$ cat src/rtl/ysyx_22041211_pc_pkg.sv
// Shared types for the PC generator: FSM states and redirect-source codes.
// Target alignment width for the default instruction size lives here too.
package ysyx_22041211_pc_pkg;

  typedef enum logic [1:0] {S_BOOT, S_RUN, S_HOLD} state_e;

  typedef enum logic [1:0] {RD_NONE, RD_BR, RD_JMP, RD_CSR} rd_src_e;

  localparam int INST_BYTES_DEF = 4;
  localparam int ALIGN_BITS     = $clog2(INST_BYTES_DEF);

endpackage

$ cat src/rtl/ysyx_22041211_redirect_arb.sv
// Redirect arbiter: picks branch > jmp > csr and aligns the winning target.
// Purely combinational, no backpressure; lower-priority sources are dropped.
module ysyx_22041211_redirect_arb
  import ysyx_22041211_pc_pkg::*;
#(
  parameter int ADDR_LEN = 32,
  parameter int ALIGN_W  = ALIGN_BITS
) (
  input  logic                i_br_req,
  input  logic                i_br_flag,
  input  logic [ADDR_LEN-1:0] i_br_tgt,
  input  logic                i_jmp_flag,
  input  logic [ADDR_LEN-1:0] i_jmp_tgt,
  input  logic                i_csr_jmp,
  input  logic [ADDR_LEN-1:0] i_csr_tgt,
  output logic                o_take,
  output logic [ADDR_LEN-1:0] o_tgt,
  output rd_src_e             o_src
);

  localparam logic [ADDR_LEN-1:0] ALIGN_MASK = {ADDR_LEN{1'b1}} << ALIGN_W;

  logic                w_br_take;
  logic [ADDR_LEN-1:0] w_raw_tgt;

  assign w_br_take = i_br_req & i_br_flag;

  always_comb begin
    w_raw_tgt = '0;
    o_src     = RD_NONE;
    if (w_br_take) begin
      w_raw_tgt = i_br_tgt;
      o_src     = RD_BR;
    end else if (i_jmp_flag) begin
      w_raw_tgt = i_jmp_tgt;
      o_src     = RD_JMP;
    end else if (i_csr_jmp) begin
      w_raw_tgt = i_csr_tgt;
      o_src     = RD_CSR;
    end
  end

  assign o_take = w_br_take | i_jmp_flag | i_csr_jmp;
  assign o_tgt  = w_raw_tgt & ALIGN_MASK;

endmodule

$ cat src/rtl/ysyx_22041211_pc_gen.sv
// Fetch-request generator: registered pc/epoch, redirect-to-request latency 1 cycle.
// stall_i only gates new requests; an unaccepted request holds and buffers the newest redirect.
module ysyx_22041211_pc_gen
  import ysyx_22041211_pc_pkg::*;
#(
  parameter int                  ADDR_LEN   = 32,
  parameter logic [ADDR_LEN-1:0] RESET_VAL  = 32'h8000_0000,
  parameter int                  INST_BYTES = 4,
  parameter int                  EPOCH_W    = 2
) (
  input  logic                clk,
  input  logic                rst,
  input  logic                branch_request_i,
  input  logic                branch_flag_i,
  input  logic [ADDR_LEN-1:0] branch_target_i,
  input  logic                jmp_flag_i,
  input  logic [ADDR_LEN-1:0] jmp_target_i,
  input  logic                csr_jmp_i,
  input  logic [ADDR_LEN-1:0] csr_pc_i,
  input  logic                stall_i,
  input  logic                req_ready_i,
  output logic                req_valid_o,
  output logic [ADDR_LEN-1:0] req_addr_o,
  output logic [EPOCH_W-1:0]  req_epoch_o,
  output logic [ADDR_LEN-1:0] pc_o
);

  localparam int IB_BITS = $clog2(INST_BYTES);

  state_e              r_state, w_state_nxt;
  logic [ADDR_LEN-1:0] r_pc, w_pc_nxt, w_pc_plus, w_tgt;
  logic [ADDR_LEN-1:0] r_pend_tgt, w_pend_tgt_nxt;
  logic                r_pend_vld, w_pend_vld_nxt;
  logic [EPOCH_W-1:0]  r_epoch;
  logic                w_take, w_epoch_inc, w_req_vld;
  rd_src_e             w_src;

  ysyx_22041211_redirect_arb #(
    .ADDR_LEN (ADDR_LEN),
    .ALIGN_W  (IB_BITS)
  ) u_arb (
    .i_br_req   (branch_request_i),
    .i_br_flag  (branch_flag_i),
    .i_br_tgt   (branch_target_i),
    .i_jmp_flag (jmp_flag_i),
    .i_jmp_tgt  (jmp_target_i),
    .i_csr_jmp  (csr_jmp_i),
    .i_csr_tgt  (csr_pc_i),
    .o_take     (w_take),
    .o_tgt      (w_tgt),
    .o_src      (w_src)
  );

  assign w_pc_plus = r_pc + ADDR_LEN'(INST_BYTES);

  always_comb begin
    w_state_nxt    = r_state;
    w_pc_nxt       = r_pc;
    w_pend_tgt_nxt = r_pend_tgt;
    w_pend_vld_nxt = r_pend_vld;
    w_epoch_inc    = 1'b0;
    w_req_vld      = 1'b0;
    case (r_state)
      S_BOOT: begin
        w_state_nxt = S_RUN;
        if (w_take) begin
          w_pc_nxt    = w_tgt;
          w_epoch_inc = 1'b1;
        end
      end
      S_RUN: begin
        w_req_vld = !stall_i;
        if (stall_i || req_ready_i) begin
          if (w_take) begin
            w_pc_nxt    = w_tgt;
            w_epoch_inc = 1'b1;
          end else if (!stall_i) begin
            w_pc_nxt = w_pc_plus;
          end
        end else begin
          // Presented but refused: freeze the request and park any redirect.
          w_state_nxt    = S_HOLD;
          w_pend_vld_nxt = w_take;
          if (w_take) w_pend_tgt_nxt = w_tgt;
        end
      end
      S_HOLD: begin
        w_req_vld = 1'b1;
        if (req_ready_i) begin
          w_state_nxt    = S_RUN;
          w_pend_vld_nxt = 1'b0;
          if (w_take) begin
            w_pc_nxt    = w_tgt;
            w_epoch_inc = 1'b1;
          end else if (r_pend_vld) begin
            w_pc_nxt    = r_pend_tgt;
            w_epoch_inc = 1'b1;
          end else begin
            w_pc_nxt = w_pc_plus;
          end
        end else if (w_take) begin
          w_pend_tgt_nxt = w_tgt;
          w_pend_vld_nxt = 1'b1;
        end
      end
      default: w_state_nxt = S_BOOT;
    endcase
  end

  always_ff @(posedge clk or negedge rst) begin
    if (!rst) begin
      r_state    <= S_BOOT;
      r_pc       <= RESET_VAL;
      r_epoch    <= '0;
      r_pend_tgt <= '0;
      r_pend_vld <= 1'b0;
    end else begin
      r_state    <= w_state_nxt;
      r_pc       <= w_pc_nxt;
      r_epoch    <= r_epoch + EPOCH_W'(w_epoch_inc);
      r_pend_tgt <= w_pend_tgt_nxt;
      r_pend_vld <= w_pend_vld_nxt;
    end
  end

  a_src_consistent : assert property (@(posedge clk) disable iff (!rst)
    w_take == (w_src != RD_NONE));

  assign req_valid_o = w_req_vld;
  assign req_addr_o  = r_pc;
  assign req_epoch_o = r_epoch;
  assign pc_o        = r_pc;

endmodule

$ cat config.mk
export PLATFORM = sky130hd
export DESIGN_NAME = ysyx_22041211_pc_gen
export DESIGN_NICKNAME = d
export VERILOG_FILES = /design/src/rtl/ysyx_22041211_pc_pkg.sv /design/src/rtl/ysyx_22041211_redirect_arb.sv /design/src/rtl/ysyx_22041211_pc_gen.sv
export SDC_FILE = /design/constraint.sdc
export NUM_CORES = 1
export LEC_CHECK = 0
export ABC_AREA = 1
export BUFFER_PORTS_ARGS = -buffer_cell sky130_fd_sc_hd__buf_2
export CORE_AREA = 2 2 100 102
export DETAILED_ROUTE_END_ITERATION = 10
export DIE_AREA = 0 0 102 104
export PLACE_DENSITY = 0.95
export RECOVER_POWER = 25
export SETUP_SLACK_MARGIN = 0.5
export SYNTH_ARGS = -nofsm -noshare
export SYNTH_HDL_FRONTEND = slang
export SYNTH_SLANG_ARGS = --single-unit
$ cat constraint.sdc
create_clock -name clk -period 3.85 [get_ports clk]
set_clock_uncertainty 0.1 [all_clocks]
set_input_delay 0.77 -clock clk [delete_from_list [all_inputs] [get_ports clk]]
set_output_delay 0.77 -clock clk [all_outputs]
set_load 0.005 [all_outputs]
==> Yosys cells after proc, flatten, opt, wreduce, memory -nomap -nowiden <==
Cells that the tools add are included.
{ "op_classes": {"addsub": 2, "eq_ne": 9, "n_mux": 29, "bitwise_logic": 3, "n_reduce_logical": 9} }
{ "op_table": {"columns": ["op", "n"], "rows": [
  ["two-way mux 32 bit", 13],
  ["case mux 32 bit (3 select lines)", 1],
  ["case mux 32 bit (2 select lines)", 1],
  ["adder 32 x 3 -> 32 bit (second input constant)", 1],
  ["inequality test 2 bit (second input constant)", 5],
  ["two-way mux 1 bit", 8],
  ["inequality test 3 bit (second input constant)", 2],
  ["case mux 2 bit (3 select lines)", 1],
  ["AND reduction 3 bit", 2],
  ["AND reduction 5 bit", 1],
  ["two-way mux 2 bit", 2],
  ["case mux 1 bit (2 select lines)", 2],
  ["case mux 1 bit (3 select lines)", 1],
  ["nonzero test 3 bit", 1],
  ["adder 2 x 1 -> 2 bit", 1],
  ["equality test 2 x 1 -> 1 bit (second input constant)", 1],
  ["equality test 2 bit (second input constant)", 1],
  ["zero test 2 bit", 1],
  ["bitwise OR 1 bit", 2],
  ["AND reduction 2 bit", 1],
  ["nonzero test 2 bit", 1],
  ["AND 1 bit", 1],
  ["zero test 1 bit", 1],
  ["logical OR 1 bit", 1]
]} }
{ "totals": {"register_bits": 69, "input_bits": 104, "out_inout_bits": 67, "word_cells": 57} }

==> Logic depth before layout (Yosys ltp) <==
{ "depth": {"word_depth": 7, "ltp_mapped": 12, "mapped_depth_nobuf": 12} }

==> Modules after synthesis <==
Synthesis repeated with hierarchy kept, for this count alone.
{ "hier_totals": {"cells_unflattened": 999, "hier_area_um2": 5918.2} }
{ "modules_own_cells": {"columns": ["module", "instances", "cells_per_inst", "area_each_um2", "seq_area_each_um2"], "rows": [
  ["ysyx_22041211_pc_gen", 1, 764, 4953.5, 1727.9],
  ["ysyx_22041211_redirect_arb", 1, 235, 964.7, 0.0]
]} }

==> Least setup slack after synthesis <==
OpenSTA, ideal clock, no wires.
{ "synth_timing": {"path_kind": "reg-to-output", "from": "register r_state[0]", "to": "output req_valid_o", "arrival_ns": 1.290, "t_required_ns": 2.980, "setup_slack_ns": 1.690, "stages_incl_launch_ff": 6, "path_buffers": 1, "path_cell_list": "dfrtp_1 > inv_1 > ha_1 > nor2_1 > clkbuf_1 > a211oi_1"} }
{ "synth_between": {"elab_chain_len": 2, "elab_cells_between_ends": 3, "classes_between": "2 x eq/ne; 1 x mux"} }
{ "synth_rtl": {"columns": ["element", "line", "source"], "rows": [
  ["from (decl)", "ysyx_22041211_pc_gen.sv:30", "state_e r_state, w_state_nxt;"],
  ["from (signal assigned)", "ysyx_22041211_pc_gen.sv:118", "r_state <= w_state_nxt;"],
  ["equality test 2 bit or equality test 2 x 1 -> 1 bit (tied branches)", "ysyx_22041211_pc_gen.sv:63", "case (r_state)"],
  ["case mux 1 bit (2 select lines) (*)", "ysyx_22041211_pc_gen.sv:63", null],
  ["to (decl)", "ysyx_22041211_pc_gen.sv:22", "output logic req_valid_o,"]
]} }
Every way passes the cells marked *; elsewhere a longest branch is shown, timed or not.

==> Final worst setup path <==
{ "layout_timing": {"from": "register r_state[1]", "to": "output req_valid_o"} }
Same word-level chain as after synthesis.

==> flow_metrics.env <==
export IMPL_setup_ws_ns=0.8147
export IMPL_clkTransAtPathRegs_ns=0.07
export IMPL_status="complete, but fails checks"
export IMPL_dpl_worst_slack_ns=1.117
export IMPL_max_stage_delay_ns=0.66
export IMPL_crit_slowest_cell="ha_1"
export IMPL_nets=1071
export IMPL_antenna_found_initial=0
export IMPL_slew_viol_final=37
export IMPL_drtPass1Iterations=6
export IMPL_rows=36
export IMPL_cts_resized=0
export IMPL_worstMarginPinSlew_ns=2.007
export IMPL_ys_warnings_count=0
export IMPL_hpwl_mm=11.15
export IMPL_ys_seq_area_share_pct=31.23
export IMPL_post_cts_buffers=0
export IMPL_path_class="reg2out"
export IMPL_fin_crit_sh_pct=78.84
export IMPL_die_area_um2=10610
export IMPL_fmax_mhz=329.5
export IMPL_grt_pass1_wl_mm=25.22
export IMPL_synth_commonest_cells="nand2_1 (337), nor2_1 (105), dfrtp_1 (64), inv_1 (57), o21ai_0 (54)"
export IMPL_cts_hold_fix_buffers=0
export IMPL_yosysMostFrequentCell="nand2_1"
export IMPL_drt_iter0_markers=694
export IMPL_final_util_pct=63.21
export IMPL_p_leak_nw=3.222
export IMPL_avgSynthCellArea_um2=6.154
export IMPL_diodes=0
export IMPL_numCtsBuffers=9
export IMPL_grt_use_total_pct=29.69
export IMPL_period_needed_ns=3.035
export IMPL_fp_dieH_um=104
export IMPL_arrival_ns=2.17
export IMPL_drc=0
export IMPL_peakVddDrop_uv=325.3
export IMPL_drt_wl_total_mm=15.58
export IMPL_drive_above_1_share_pct=21.53
export IMPL_cp_end_kind="output port"
export IMPL_port_buffers=160
export IMPL_rsz0062_at_grt="false"
export IMPL_cts_root_buf="clkbuf_8"
export IMPL_syn2layout_area_growth_pct=15.79
export IMPL_r2r_cells=9
export IMPL_cts_buffer_depth=2
export IMPL_netlist_instances=847
export IMPL_die_w_um=102
export IMPL_synth_ff_type="dfrtp_1"
export IMPL_synthDistinctLibCells=39
export IMPL_violations="capacitance limit, slew limit"
export IMPL_detail_route_antenna_nets=0
export IMPL_worstPathCellList="inv_1 -> ha_1 -> inv_1 -> a211oi_1 -> buf_2"
export IMPL_slew_limit_headroom_pct=-33.80
export IMPL_cts_max_level=3
export IMPL_hold_viol=0
export IMPL_cap_violations=1
export IMPL_power_w=0.004396
export IMPL_netlist_area_um2=5212
export IMPL_wl_per_cell_um=14.17
export IMPL_grt_overflow=0
export IMPL_ys_ff_latch=65
export IMPL_io_pins=171
export IMPL_crit_top_cell="inv_1"
export IMPL_critPathRequiredTime_ns=2.98
export IMPL_core_area_um2=9549
export IMPL_hp_class="in2async"
export IMPL_synth_area_top_cells="dfrtp_1 (31%), nand2_1 (24%), nor2_1 (7.6%)"
export IMPL_tns_ns=0
export IMPL_start_util_pct=54.59
export IMPL_via_count=5991
export IMPL_cts_tree="yes"
export IMPL_synth_top_cell_area_share_pct=30.72
export IMPL_finalWeightedCongestion=0.9145
export IMPL_powerDensity_nw_per_um2=728.3
export IMPL_grt_max_degree=61
export IMPL_async_flop_share_pct=100.0
export IMPL_yosysTopAreaCell="dfrtp_1"
export IMPL_via_per_inst=5.451
export IMPL_clkSinkCount=65
export IMPL_synth_edf_count=0
export IMPL_critPathLaunchType="flop"
export IMPL_setup_violations=0
export IMPL_grt_pass1_vias=5362
export IMPL_clkLatencyLatePin_ns=0.36
export IMPL_crit_path_max_fanout=16
report_power, final:
part / internal [W] / leakage, nW / switching [W]
Combinational: 0.000832 / 2.30 / 0.00146
Clock: 0.000381 / 0.113 / 0.000281
Sequential: 0.00102 / 0.813 / 0.000423
Total: 0.00223 / 3.22 / 0.00217
worst paths after layout:
path | startpoint | endpoint | slack (ns)
setup / recovery | r_state[1]$_DFFE_PN0P_ | req_valid_o | 0.81
hold / removal | rst | pc_o[7]$_DFFE_PN0P_ | 0.26
setup reg to reg | r_state[0]$_DFFE_PN0P_ | r_pend_tgt[19]$_DFFE_PN0P_ | 1.02
hold reg to reg | req_epoch_o[1]$_DFF_PN0_ | req_epoch_o[1]$_DFF_PN0_ | 0.36
max in group asynchronous | rst | pc_o[19]$_DFFE_PN0P_ | 1.14
min in group clk | req_epoch_o[1]$_DFF_PN0_ | req_epoch_o[1]$_DFF_PN0_ | 0.36
worst max-delay path, delay by kind of cell, from the launching register on:
family                   cells  cell delay [ns]
flip-flops                   1             0.38
adder cells (fa/ha/maj)      1             0.66
AO/OA/AOI/OAI                1             0.33
buffers and inverters        3             0.44
cells in the final DEF, fill, tap and decap left out, drive strengths merged:
cell type	synthesis	routed
clkinv	1	4
buf	56	166
a221oi	1	1
and2	1	1
or2	2	2
dfstp	1	1
nand3b	2	2
nand3	45	45
a31oi	16	16
conb	1	4
nand4	3	3
a31o	4	4
ha	6	6
bufinv	0	2
dfrtp	64	64
a21oi	39	39
o22ai	9	9
nand2	341	341
xor2	4	4
nor2	111	111
o21ai	59	59
inv	62	62
a211oi	1	1
clkbuf	13	14
o211ai	1	1
xnor2	4	4
logic make-up (layout without fill, tap and decap cells):
group / Yosys count / in the layout / synth area share (%)
simple gates: 505 / 505 / 39.29
buf+inv: 132 / 248 / 13.01
compound gates: 130 / 130 / 13.61
flops: 65 / 65 / 31.23
xor+xnor: 8 / 8 / 1.344
fa+ha+maj: 6 / 6 / 1.440
other cells: 1 / 4 / 0.07194
area by class of cell:
cell class              instances  area [um2]
clock buffers                  11       141.4
clock inverters                 5       78.83
fillers                       871        3513
inverters                      63       241.5
multi-input cells             653        2920
flip-flops and latches         65        1628
well taps                     133       166.4
repair buffers                169       859.6
registers in the layout (all words and copies together), names as in the netlist:
| name | cells |
|---|---|
| pc_o | 30 |
| r_pend_tgt | 30 |
| r_pend_vld | 1 |
| r_state | 2 |
| req_epoch_o | 2 |
metrics by stage:
stage / area, um2 / instances / hold slack (ns)
2_1_floorplan: 5224 / 850 / 0.3530
3_3_place_gp: 5824 / 1083 / 0.3560
3_5_place_dp: 5824 / 1083 / 0.3571
4_1_cts: 6045 / 1099 / 0.1575
5_1_grt: 6036 / 1099 / 0.2951
6_report: 6036 / 1099 / 0.2556
metal layers:
layer	vias to the layer above	wire (um)	GRT usage, %
li1	2876	-	-
met1	2663	6386	40.15
met2	400	7068	46.33
met3	52	1649	5.981
met4	0	473	12.00
met5	-	0	0
(Power assumes the default switching activity.)
